## src/rtl/truth_table_scanner_pkg.sv

```systemverilog
// truth_table_scanner_pkg: shared widths and FSM state encodings for the scanner
package truth_table_scanner_pkg;
  localparam int TT_W = 16;
  localparam int IDX_W = 4;
  localparam int CNT_W = 6;
  localparam int SETTLE_W = 8;
  localparam logic [1:0] ST_IDLE = 2'd0;
  localparam logic [1:0] ST_SETTLE = 2'd1;
  localparam logic [1:0] ST_SAMPLE = 2'd2;
  localparam logic [1:0] ST_DONE = 2'd3;
endpackage

```

## src/rtl/truth_table_scanner_if.sv

```systemverilog
// truth_table_scanner_if: control, stimulus-drive and result bundle of the scanner
interface truth_table_scanner_if;
  import truth_table_scanner_pkg::*;
  logic start;
  logic [TT_W-1:0] exp_f1;
  logic [TT_W-1:0] exp_f2;
  logic f1_in;
  logic f2_in;
  logic [IDX_W-1:0] drive_abcd;
  logic [IDX_W-1:0] drive_wxyz;
  logic busy;
  logic done;
  logic [TT_W-1:0] tt_f1;
  logic [TT_W-1:0] tt_f2;
  logic match;
  logic [CNT_W-1:0] mismatch_cnt;
  modport master(
    output start, exp_f1, exp_f2, f1_in, f2_in,
    input drive_abcd, drive_wxyz, busy, done, tt_f1, tt_f2, match, mismatch_cnt
  );
  modport slave(
    input start, exp_f1, exp_f2, f1_in, f2_in,
    output drive_abcd, drive_wxyz, busy, done, tt_f1, tt_f2, match, mismatch_cnt
  );
endinterface

```

## src/rtl/truth_table_scanner_popcount.sv

```systemverilog
// tt_popcount16: combinational population count of a 16-bit vector
module tt_popcount16
  import truth_table_scanner_pkg::*;
(
  input  logic [TT_W-1:0] i_vec,
  output logic [4:0]      o_cnt
);
  always_comb begin
    o_cnt = '0;
    for (int i = 0; i < TT_W; i++) o_cnt = o_cnt + 5'(i_vec[i]);
  end
endmodule

```

## src/rtl/truth_table_scanner.sv

```systemverilog
// truth_table_scanner: walks all 16 minterms, captures f1/f2 truth tables and scores them against expected tables
module truth_table_scanner
  import truth_table_scanner_pkg::*;
#(
  parameter int SETTLE_CYCLES = 1
) (
  input logic clk,
  input logic rst,
  truth_table_scanner_if.slave bus
);
  logic [1:0]          r_state;
  logic [IDX_W-1:0]    r_idx;
  logic [SETTLE_W-1:0] r_cnt;
  logic [TT_W-1:0]     r_exp_f1;
  logic [TT_W-1:0]     r_exp_f2;
  logic [TT_W-1:0]     r_tt_f1;
  logic [TT_W-1:0]     r_tt_f2;
  logic                r_match;
  logic [CNT_W-1:0]    r_mis;
  logic [TT_W-1:0]     w_tt_f1_n;
  logic [TT_W-1:0]     w_tt_f2_n;
  logic [4:0]          w_pc1;
  logic [4:0]          w_pc2;
  logic [CNT_W-1:0]    w_sum;
  logic                w_active;
  // Score the tables as they will be after this SAMPLE edge, so the result lands together with done
  assign w_tt_f1_n = (r_tt_f1 & ~(TT_W'(1) << r_idx)) | (TT_W'(bus.f1_in) << r_idx);
  assign w_tt_f2_n = (r_tt_f2 & ~(TT_W'(1) << r_idx)) | (TT_W'(bus.f2_in) << r_idx);
  tt_popcount16 u_pc1 (.i_vec(w_tt_f1_n ^ r_exp_f1), .o_cnt(w_pc1));
  tt_popcount16 u_pc2 (.i_vec(w_tt_f2_n ^ r_exp_f2), .o_cnt(w_pc2));
  assign w_sum = CNT_W'(w_pc1) + CNT_W'(w_pc2);
  assign w_active = (r_state == ST_SETTLE) || (r_state == ST_SAMPLE);
  assign bus.drive_abcd = w_active ? r_idx : '0;
  assign bus.drive_wxyz = bus.drive_abcd;
  assign bus.busy = w_active;
  assign bus.done = r_state == ST_DONE;
  assign bus.tt_f1 = r_tt_f1;
  assign bus.tt_f2 = r_tt_f2;
  assign bus.match = r_match;
  assign bus.mismatch_cnt = r_mis;
  always_ff @(posedge clk) begin
    if (rst) begin
      r_state <= ST_IDLE;
      r_idx <= '0;
      r_cnt <= '0;
      r_exp_f1 <= '0;
      r_exp_f2 <= '0;
      r_tt_f1 <= '0;
      r_tt_f2 <= '0;
      r_match <= 1'b0;
      r_mis <= '0;
    end else begin
      case (r_state)
        ST_IDLE: if (bus.start) begin
          r_state <= ST_SETTLE;
          r_idx <= '0;
          r_cnt <= SETTLE_W'(SETTLE_CYCLES);
          r_exp_f1 <= bus.exp_f1;
          r_exp_f2 <= bus.exp_f2;
          r_tt_f1 <= '0;
          r_tt_f2 <= '0;
          r_match <= 1'b0;
          r_mis <= '0;
        end
        ST_SETTLE: begin
          r_cnt <= r_cnt - SETTLE_W'(1);
          if (r_cnt == SETTLE_W'(1)) r_state <= ST_SAMPLE;
        end
        ST_SAMPLE: begin
          r_tt_f1 <= w_tt_f1_n;
          r_tt_f2 <= w_tt_f2_n;
          if (r_idx == '1) begin
            r_state <= ST_DONE;
            r_match <= w_sum == '0;
            r_mis <= w_sum;
          end else begin
            r_state <= ST_SETTLE;
            r_idx <= r_idx + IDX_W'(1);
            r_cnt <= SETTLE_W'(SETTLE_CYCLES);
          end
        end
        default: r_state <= ST_IDLE;
      endcase
    end
  end
endmodule

```

## src/flat_wrapper.sv

```systemverilog
// flat-port wrapper written by rule: the top's interface ports become plain ports
module truth_table_scanner_flat import truth_table_scanner_pkg::*;
#(
  parameter int SETTLE_CYCLES = 1
)
  (clk, rst, bus_start, bus_exp_f1, bus_exp_f2, bus_f1_in, bus_f2_in, bus_drive_abcd, bus_drive_wxyz, bus_busy, bus_done, bus_tt_f1, bus_tt_f2, bus_match, bus_mismatch_cnt);
  truth_table_scanner_if bus_i ();
  input logic clk;
  input logic rst;
  input wire logic [$bits(bus_i.start)-1:0] bus_start;
  input wire logic [$bits(bus_i.exp_f1)-1:0] bus_exp_f1;
  input wire logic [$bits(bus_i.exp_f2)-1:0] bus_exp_f2;
  input wire logic [$bits(bus_i.f1_in)-1:0] bus_f1_in;
  input wire logic [$bits(bus_i.f2_in)-1:0] bus_f2_in;
  output wire logic [$bits(bus_i.drive_abcd)-1:0] bus_drive_abcd;
  output wire logic [$bits(bus_i.drive_wxyz)-1:0] bus_drive_wxyz;
  output wire logic [$bits(bus_i.busy)-1:0] bus_busy;
  output wire logic [$bits(bus_i.done)-1:0] bus_done;
  output wire logic [$bits(bus_i.tt_f1)-1:0] bus_tt_f1;
  output wire logic [$bits(bus_i.tt_f2)-1:0] bus_tt_f2;
  output wire logic [$bits(bus_i.match)-1:0] bus_match;
  output wire logic [$bits(bus_i.mismatch_cnt)-1:0] bus_mismatch_cnt;
  assign bus_i.start = bus_start;
  assign bus_i.exp_f1 = bus_exp_f1;
  assign bus_i.exp_f2 = bus_exp_f2;
  assign bus_i.f1_in = bus_f1_in;
  assign bus_i.f2_in = bus_f2_in;
  assign bus_drive_abcd = bus_i.drive_abcd;
  assign bus_drive_wxyz = bus_i.drive_wxyz;
  assign bus_busy = bus_i.busy;
  assign bus_done = bus_i.done;
  assign bus_tt_f1 = bus_i.tt_f1;
  assign bus_tt_f2 = bus_i.tt_f2;
  assign bus_match = bus_i.match;
  assign bus_mismatch_cnt = bus_i.mismatch_cnt;
  truth_table_scanner #(.SETTLE_CYCLES(SETTLE_CYCLES)) u_core (.clk(clk), .rst(rst), .bus(bus_i));
endmodule
```

## config.mk

```make
export PLATFORM = sky130hd
export DESIGN_NAME = truth_table_scanner_flat
export DESIGN_NICKNAME = d
export VERILOG_FILES = /design/src/rtl/truth_table_scanner_pkg.sv /design/src/rtl/truth_table_scanner_if.sv /design/src/rtl/truth_table_scanner_popcount.sv /design/src/rtl/truth_table_scanner.sv /design/src/flat_wrapper.sv
export SDC_FILE = /design/constraint.sdc
export NUM_CORES = 1
export LEC_CHECK = 0
export CAP_MARGIN = 20
export CORE_UTILIZATION = 30
export CTS_BUF_LIST = sky130_fd_sc_hd__clkbuf_8
export CTS_CLUSTER_SIZE = 30
export DETAILED_ROUTE_END_ITERATION = 8
export GPL_TIMING_DRIVEN = 0
export PLACE_DENSITY = 0.48
export SYNTH_ARGS = -nofsm -noshare
export SYNTH_HDL_FRONTEND = slang
export SYNTH_SLANG_ARGS = --single-unit
```

## constraint.sdc

```tcl
create_clock -name clk -period 7.97 [get_ports clk]
set_input_delay 1.594 -clock clk [delete_from_list [all_inputs] [get_ports clk]]
set_output_delay 1.594 -clock clk [all_outputs]
set_load 0.1 [all_outputs]
```

==> qor.csv, run 1 <==
metric,value,unit
total CTS buffers,9,
Initial Util,30.86,%
Post-synth EDFFs,0,
P_leak,2.424,nW
Peak VDD IR,0.2045,mV
final wirelength,14890,um
power density over the cells,373.8,nW/um2
post-route clock period utilization,96.12,%
input/output buffers,85,
Tot Pwr,0.002332,W
via count,4340,
largest net degree at the start of global routing,15,
gr usage total,18.42,%
Top Ports,86,
CP endpoint kind,flip-flop,
Place WS,-226.0,ps
total iterations of the first detailed-routing run,5,
"critical path, cell by cell",clkdlybuf4s50_1 -> and3_1 -> buf_2 -> a22oi_1 -> xor2_1 -> fa_1 -> inv_1 -> fa_1 -> fa_1 -> fa_1 -> inv_1 -> fa_1 -> fa_1 -> inv_1 -> ha_1 -> inv_1 -> fa_1 -> nand2b_1 -> a21oi_1 -> xor2_1 -> or3_1 -> o31ai_1,
Antenna Nets Post-Route,0,
H-tree Lvls,3,
"Design Area, Final",6240,um2
RSZ-0062 raised after global routing,no,
Slew @ Worst Pin,979.5,ps
final setup vio count,0,
sequential fraction of the synthesis area,34.59,%
CP arrival,7970,ps
root buffer cell,clkbuf_8,
post-placement cell area,6041,um2
FP Rows,46,
vias per cell,4.910,
area grow syn2layout,26.83,%
Critical Path Source Type,input port,
core area,15940,um2
"Reg clk slew, reported paths",90,ps
gpl congestion,0.8732,
Slew headroom,34.50,%
Period minus WS final,7661,ps
Synth Warn #,0,
nets,744,
worst hold path stage count,2,
cell mode on critical path,fa_1,
reg2reg path depth,23,
Synth cell types,47,
first-pass GRT wire length,22800,um
async set-reset flop share out of synthesis,0,%
clock latency at the later pin of the worst-skew pair,400,ps
Hold Slack,461.6,ps
detailed placement HPWL,11780,um
max-cap violations,0,
layout cell share with drive strength beyond 1,7.934,%
Max Freq,130.5,MHz
GRT Residual Overflow,0,
PnR worst setup slack,309.4,ps
Post-CTS Hold Fix Bufs,0,
number of DRC markers in iteration 0,294,
maximum root-to-sink buffer count,2,
crit path max-delay cell type,clkdlybuf4s50_1,
Worst Path Max Fanout,8,
post-DR wirelength/cell,16.84,um
die height,130.1,um
Syn Nets,649,
top_reg_cell synth,dfxtp_1,
Die Span X,130.1,um
CP max stage delay,550,ps
TritonCTS Sinks,85,
synthesized netlist cell count,569,
"Avg Cell Area, Syn",8.646,um2
fin. max-slew vios,0,
Critical Setup Path Class,in2reg,
hold crit path type,reg2reg,
Clock Skews,26.21,ps
Yosys reg bits,85,
initial antenna violation count,0,
number of global-route vias before repair,4256,
CTS tree,built,
status,"finished, final reports clean",
mapped cell area,4920,um2
Fin. Hold Viols,0,
Crit path required time,8280,ps
DIE AREA,16920,um2
n_diodes,0,
DRC,0,
==> kinds of logic (layout without fill, tap and decap cells) <==
kind of cell / count (synthesis) / count (layout) / share of synthesized area [%]
AOI/OAI and AO/OA: 131 / 131 / 18.46
xor gates and xnor gates: 42 / 42 / 7.477
adders and majority gates: 43 / 43 / 14.60
buffers and inverters: 67 / 166 / 6.104
DFF: 85 / 85 / 34.59
muxes: 2 / 2 / 0.4323
and+or+nand+nor: 199 / 199 / 18.34
==> final timing paths <==
| kind | slack (ps) | startpoint | to |
|---|---|---|---|
| worst max-delay path | 310 | bus_f2_in | u_core.bus.match |
| worst min-delay path | 460 | u_core.bus.mismatch_cnt[5] | u_core.bus.mismatch_cnt[5] |
| worst min register to register | 460 | u_core.bus.mismatch_cnt[5] | u_core.bus.mismatch_cnt[5] |
| worst max register to register | 1180 | u_core.r_idx[0] | u_core.bus.match |
==> final cells by class <==
type / instances / area, um2
clock buffers: 10 / 137.6
plain buffers: 34 / 176.4
fillers: 1665 / 9703
well taps: 216 / 270.3
flip-flops and latches: 85 / 1702
repair buffers: 85 / 850.8
multi-input cells: 417 / 2924
clock inverters: 5 / 58.81
inverters: 32 / 120.1
==> per-layer routing <==
metal / GRT usage [%] / vias to the layer above / wire length, um
met5: 0 / - / 0
met4: 7.934 / 0 / 327
met3: 3.075 / 23 / 787
met2: 29.63 / 135 / 6853
met1: 24.31 / 2076 / 6917
li1: - / 2106 / -
==> where the power goes <==
group          leakage, nW  total [W]  switching [W]  internal, W
logic                 1.64    0.00148       0.000878     0.000599
clock network       0.0948   0.000324       0.000172     0.000152
registers            0.691   0.000530      0.0000487     0.000482
==> flip-flops by register name (all words and copies together), names as in the netlist <==
name                     count
u_core.bus.match             1
u_core.bus.mismatch_cnt      6
u_core.bus.tt_f1            16
u_core.bus.tt_f2            16
u_core.r_cnt                 8
u_core.r_exp_f1             16
u_core.r_exp_f2             16
u_core.r_idx                 4
u_core.r_state               2
==> Yosys cell counts, drive strengths merged, types with 19 or more instances <==
cell type | instances | share of area, %
a22oi | 57 | 8.7
ha | 19 | 4.8
nor2 | 64 | 5.0
a21oi | 41 | 4.2
buf | 21 | 2.6
nand2 | 87 | 6.6
inv | 32 | 2.4
dfxtp | 85 | 35
xnor2 | 20 | 3.6
fa | 24 | 9.8
xor2 | 22 | 3.9
==> worst max-delay path, delay by kind of cell <==
kind	cells	cell delay (ps)
adder cells (fa/ha/maj)	8	3640
buffers and inverters	6	970
XOR/XNOR	2	260
AND/OR/NAND/NOR	3	780
AO/OA/AOI/OAI	3	730
==> stage by stage <==
stage	cells	util, %	setup TNS (ps)
3_5_place_dp	870	37.89	-226.0
4_1_cts	885	39.12	0
5_1_grt	884	39.14	0
6_report	884	39.14	0
3_3_place_gp	870	37.89	-185.1
2_1_floorplan	569	-	0
==> cell usage in the layout (no fill, tap or decap), types with 2 or more instances in the layout <==
cell and n:
and3_1 7, nor2b_1 6, nand4b_1 2, nand2b_1 3
nor2_1 62, nand4_1 2, clkbuf_1 13, xnor2_1 20
nor3_2 3, clkdlybuf4s50_1 85, a22oi_1 56, fa_1 24
nor2_2 2, xor2_1 22, inv_1 31, ha_1 19
a2bb2oi_1 4, dfxtp_1 85, nand2_1 87, a32oi_1 4
nand3_1 6, a21o_1 13, buf_2 12, a211oi_1 3
a21oi_1 41, buf_4 9, clkinvlp_4 2, and2_1 6
clkbuf_8 10, nor3_1 4
==> repair_timing <==
item | CTS | global route
setup buffers | 0 | 0
setup endpoints to repair | 0 | 1
gates resized for setup | 0 | 2
No activity file was read; power rests on OpenSTA's default activity.
==> run 2, diff against run 1 <==
--- a/config.mk
+++ b/config.mk
@@ -6,12 +6,15 @@
 export NUM_CORES = 1
 export LEC_CHECK = 0
 export CAP_MARGIN = 20
+export CELL_PAD_IN_SITES_DETAIL_PLACEMENT = 0
+export CELL_PAD_IN_SITES_GLOBAL_PLACEMENT = 1
 export CORE_UTILIZATION = 30
 export CTS_BUF_LIST = sky130_fd_sc_hd__clkbuf_8
 export CTS_CLUSTER_SIZE = 30
 export DETAILED_ROUTE_END_ITERATION = 8
 export GPL_TIMING_DRIVEN = 0
-export PLACE_DENSITY = 0.48
+export PLACE_DENSITY = 0.61
 export SYNTH_ARGS = -nofsm -noshare
 export SYNTH_HDL_FRONTEND = slang
 export SYNTH_SLANG_ARGS = --single-unit
+export TNS_END_PERCENT = 20
==> run 2 against run 1 <==
  * Die area unchanged
  * Sequential share of layout area about the same
  * Power increased by 0.15%
  * Clock skew decreased by 14 ps
  * Critical path type unchanged
  * Global-route usage decreased by 0.12 points
  * Utilization increased by 0.071 points
  * Clock-buffer cell count decreased by 1
==> qor.csv, run 2 (synthesis gave the netlist of run 1 again) <==
metric,value,unit
status,"finished, final reports clean",
core area,15940,um2
post-DR wirelength/cell,16.58,um
initial antenna violation count,0,
Resize count post-CTS,0,
GRT Residual Overflow,0,
Initial Util,30.86,%
sequential power share,22.8,%
first-pass GRT wire length,22470,um
Buf/Inv on CP,5,
max-cap violations,0,
H-tree Lvls,3,
Comb pwr share,62.4,%
layout cell share with drive strength beyond 1,7.623,%
number of DRC markers in iteration 0,216,
hold crit path type,reg2reg,
most frequent cells in the layout,"nand2_1, clkdlybuf4s50_1, dfxtp_1",
"commonest non-fill, non-tap cell in the layout",nand2_1,
number of global-route vias before repair,4117,
Multi-input gate area,2918,um2
n_diodes,0,
placed insts,870,
"Design Area, Final",6251,um2
final core occ,39.21,%
TritonCTS Sinks,85,
CP endpoint kind,flip-flop,
Sw Share,46.39,%
P_leak,2.440,nW
Top Ports,86,
power density over the cells,373.7,nW/um2
Post-CTS Hold Fix Bufs,0,
critical path's top delay family,adder cells,
clock latency at the later pin of the worst-skew pair,380,ps
Max Freq,131.4,MHz
DRC,0,
Critical Path Source Type,input port,
gpl congestion,0.8624,
Hold Slack,457.5,ps
Worst Path Max Fanout,8,
"Reg clk slew, reported paths",90,ps
Critical Setup Path Class,in2reg,
Slew headroom,34.52,%
DIE AREA,16920,um2
Die Span X,130.1,um
Peak VDD IR,0.1895,mV
Clock Skews,12.10,ps
Slew @ Worst Pin,979.2,ps
area grow syn2layout,27.06,%
Fin. Hold Viols,0,
register area,1702,um2
Crit path required time,8270,ps
RSZ-0062 raised after global routing,no,
Pint,0.001252,W
FILL cells,1642,
post-route clock period utilization,95.51,%
nets,744,
fin. max-slew vios,0,
largest net degree at the start of global routing,15,
final wirelength,14680,um
root buffer cell,clkbuf_8,
"critical path, cell by cell",clkdlybuf4s50_1 -> and3_1 -> a22oi_1 -> xor2_1 -> fa_1 -> inv_1 -> fa_1 -> fa_1 -> fa_1 -> inv_1 -> fa_1 -> fa_1 -> inv_1 -> ha_1 -> inv_1 -> fa_1 -> nand2b_1 -> a21oi_1 -> xor2_1 -> or3_1 -> o31ai_1,
input/output buffers,85,
total CTS buffers,9,
via count,4264,
Period minus WS final,7612,ps
CP max stage delay,600,ps
cell mode on critical path,fa_1,
detailed placement HPWL,11720,um
maximum root-to-sink buffer count,2,
setup repair bufs after CTS,0,
total iterations of the first detailed-routing run,5,
CTS tree,built,
clock share of power,14.8,%
CP arrival,7910,ps
final std cells w/o fill,885,
vias per cell,4.818,
crit path max-delay cell type,clkdlybuf4s50_1,
Net Switching,0.001084,W
die height,130.1,um
Antenna Nets Post-Route,0,
post-placement cell area,6041,um2
gr usage total,18.30,%
final setup vio count,0,
FP Rows,46,
==> run 2: changes by cell type in the layout (fill, tap and decap cells not counted) <==
| cell | previous run | this run |
|---|---|---|
| a22oi_1 | 56 | 57 |
| clkbuf_8 | 10 | 9 |
| inv_1 | 31 | 32 |
| a22oi_2 | 1 | 0 |
| clkinvlp_4 | 2 | 1 |
| and3_1 | 7 | 8 |
| clkinv_2 | 1 | 2 |
| bufinv_16 | 1 | 2 |
| and3_2 | 1 | 0 |
==> run 2: final cells by class <==
| cell class | count | share of cell area [%] |
|---|---|---|
| tap | 216 | 4.323 |
| buffer | 34 | 2.822 |
| clock buffer | 9 | 1.982 |
| multi-input combinational | 417 | 46.68 |
| clock inverter | 7 | 1.441 |
| timing repair buffer | 85 | 13.61 |
| inverter | 32 | 1.922 |
| sequential | 85 | 27.22 |
==> run 2: metal layers <==
metal  track usage, %  part of all wire [%]  routed length, um
met2            29.32                    46               6731
met5                0                     0                  0
met1            24.51                    48               6995
met3            2.993                   4.6                669
met4            7.319                   1.9                281
==> run 2: power by group through the flow <==
stage	clock network, W	registers [W]	logic (W)
after floorplan	0	0.000550	0.00115
after global placement	0	0.000539	0.00147
after detailed placement	0	0.000542	0.00148
after CTS	0.000357	0.000532	0.00149
after global routing	0.000373	0.000540	0.00168
final	0.000346	0.000532	0.00146
==> run 2: final timing paths <==
path                              start                          to  slack (ps)  cells past startpoint
min reg2reg  u_core.bus.mismatch_cnt[5]  u_core.bus.mismatch_cnt[5]         460                      2
max                           bus_f2_in            u_core.bus.match         360                     21
max reg2reg             u_core.r_idx[0]            u_core.bus.match        1110                     23
min          u_core.bus.mismatch_cnt[5]  u_core.bus.mismatch_cnt[5]         460                      2
==> run 2: metrics by stage <==
stage / setup WS (ps) / power (W) / setup TNS (ps)
final: 358.1 / 0.002336 / 0
after global routing: 80.62 / 0.002599 / 0
after CTS: 190.0 / 0.002380 / 0
after detailed placement: -204.7 / 0.002024 / -204.7
after global placement: -192.5 / 0.002013 / -192.5
after floorplan: 906.0 / 0.001703 / 0
==> run 2: worst reg2reg max path: cells and delay by family (launching register included) <==
family                   cells  cell delay [ps]
adder cells (fa/ha/maj)     10             4220
XOR/XNOR                     2              290
AND/OR/NAND/NOR              3              610
flip-flops                   1              540
AO/OA/AOI/OAI                3              850
buffers and inverters        5              280
==> run 3, diff against run 2 <==
--- a/config.mk
+++ b/config.mk
@@ -12,6 +12,7 @@
 export CTS_BUF_LIST = sky130_fd_sc_hd__clkbuf_8
 export CTS_CLUSTER_SIZE = 30
 export DETAILED_ROUTE_END_ITERATION = 8
+export GPL_ROUTABILITY_DRIVEN = 0
 export GPL_TIMING_DRIVEN = 0
 export PLACE_DENSITY = 0.61
 export SYNTH_ARGS = -nofsm -noshare
==> constraint.sdc (replaced) <==
create_clock -name clk -period 7.5 [get_ports clk]
set_input_delay 0.75 -clock clk [delete_from_list [all_inputs] [get_ports clk]]
set_output_delay 0.75 -clock clk [all_outputs]
set_load 0.1 [all_outputs]
==> run 3 against run 2 <==
  * Clock power increased by 6.1%
  * First-iteration DRC count grew 26%
  * Wire length up 0.22%
  * Via count increased by 0.33%
==> qor.csv, run 3 (synthesis gave the netlist of run 1 again) <==
metric,value,unit
status,"finished, final reports clean",
post-route clock period utilization,92.05,%
total CTS buffers,9,
post-placement cell area,6041,um2
post-DR wirelength/cell,16.60,um
Slew @ Worst Pin,979.2,ps
core area,15940,um2
most frequent cells in the layout,"nand2_1, clkdlybuf4s50_1, dfxtp_1",
fin. max-slew vios,0,
RSZ-0062 raised after global routing,no,
detailed placement HPWL,11720,um
max-cap violations,0,
root buffer cell,clkbuf_8,
Peak VDD IR,0.2014,mV
die height,130.1,um
final wirelength,14710,um
Fin. Hold Viols,0,
Max Freq,144.9,MHz
Worst Path Max Fanout,8,
register area,1702,um2
"Reg clk slew, reported paths",90,ps
area grow syn2layout,27.14,%
M1 WL,7005,um
n_diodes,0,
hold crit path type,reg2reg,
CP endpoint kind,flip-flop,
"Design Area, Final",6255,um2
GRT Residual Overflow,0,
H-tree Lvls,3,
gr usage total,18.30,%
WL met3,670,um
FILL cells,1643,
Top Ports,86,
total iterations of the first detailed-routing run,4,
clock latency at the later pin of the worst-skew pair,380,ps
Multi-input gate area,2918,um2
via count,4278,
Antenna Nets Post-Route,0,
Crit path required time,7800,ps
number of DRC markers in iteration 0,272,
final setup vio count,0,
Critical Setup Path Class,in2reg,
Slew headroom,34.52,%
layout cell share with drive strength beyond 1,7.612,%
Post-CTS Hold Fix Bufs,0,
Initial Util,30.86,%
Resize count post-CTS,0,
Die Span X,130.1,um
TritonCTS Sinks,85,
initial antenna violation count,0,
first-pass GRT wire length,22470,um
power density over the cells,396.7,nW/um2
FP Rows,46,
largest net degree at the start of global routing,15,
final core occ,39.23,%
number of global-route vias before repair,4117,
maximum root-to-sink buffer count,2,
vias per cell,4.828,
P_leak,2.441,nW
input/output buffers,85,
setup repair bufs after CTS,0,
DIE AREA,16920,um2
met2 WL,6780,um
Period minus WS final,6903,ps
DRC,0,
CP arrival,7200,ps
Critical Path Source Type,input port,
nets,745,
"commonest non-fill, non-tap cell in the layout",nand2_1,
highest routing layer actually used,met4,
Tot Pwr,0.002481,W
Final TNS setup,0,ps
Clock Skews,11.82,ps
CTS tree,built,
run 3: final timing paths:
| path | startpoint | endpoint | slack (ps) | cells after the start |
|---|---|---|---|---|
| worst min-delay path | u_core.bus.mismatch_cnt[5] | u_core.bus.mismatch_cnt[5] | 460 | 2 |
| worst max register to register | u_core.r_idx[0] | u_core.bus.match | 630 | 23 |
| worst max-delay path | bus_f2_in | u_core.bus.match | 600 | 22 |
| worst min register to register | u_core.bus.mismatch_cnt[5] | u_core.bus.mismatch_cnt[5] | 460 | 2 |
run 3: area by class of cell:
cell class,instances,area share [%]
Multi-Input combinational cell,417,46.65
Sequential cell,85,27.21
Timing Repair Buffer,85,13.60
Tap cell,216,4.321
Buffer,35,2.881
Clock buffer,9,1.980
Inverter,32,1.920
Clock inverter,7,1.440
run 3: power by group:
part,internal (W),switching [W]
logic,0.000633,0.000916
clock network,0.000186,0.000180
registers,0.000512,0.0000537
run 3: per-stage QoR:
step | setup slack, ps | hold slack (ps) | instances
after CTS | 564.0 | 461.5 | 886
after floorplan | 1280 | 448.1 | 569
final | 596.5 | 457.5 | 886
after global placement | 181.5 | 453.3 | 870
after global routing | 301.0 | 486.7 | 886
after detailed placement | 169.3 | 450.2 | 870
run 3: worst max-delay path, stage by stage:
cell and delay, ps:
clkdlybuf4s50_1 600, and3_1 190, clkbuf_1 340, a22oi_1 220
xor2_1 210, fa_1 550, inv_1 60, fa_1 500
fa_1 530, fa_1 550, inv_1 60, fa_1 500
fa_1 480, inv_1 60, ha_1 160, inv_1 50
fa_1 390, nand2b_1 160, a21oi_1 150, xor2_1 100
or3_1 370, o31ai_1 210
run 3: metal layers:
layer  track usage [%]  vias up
met5                 0        -
met1             24.51     2030
met3             2.993       15
met4             7.319        0
li1                  -     2114
met2             29.32      119
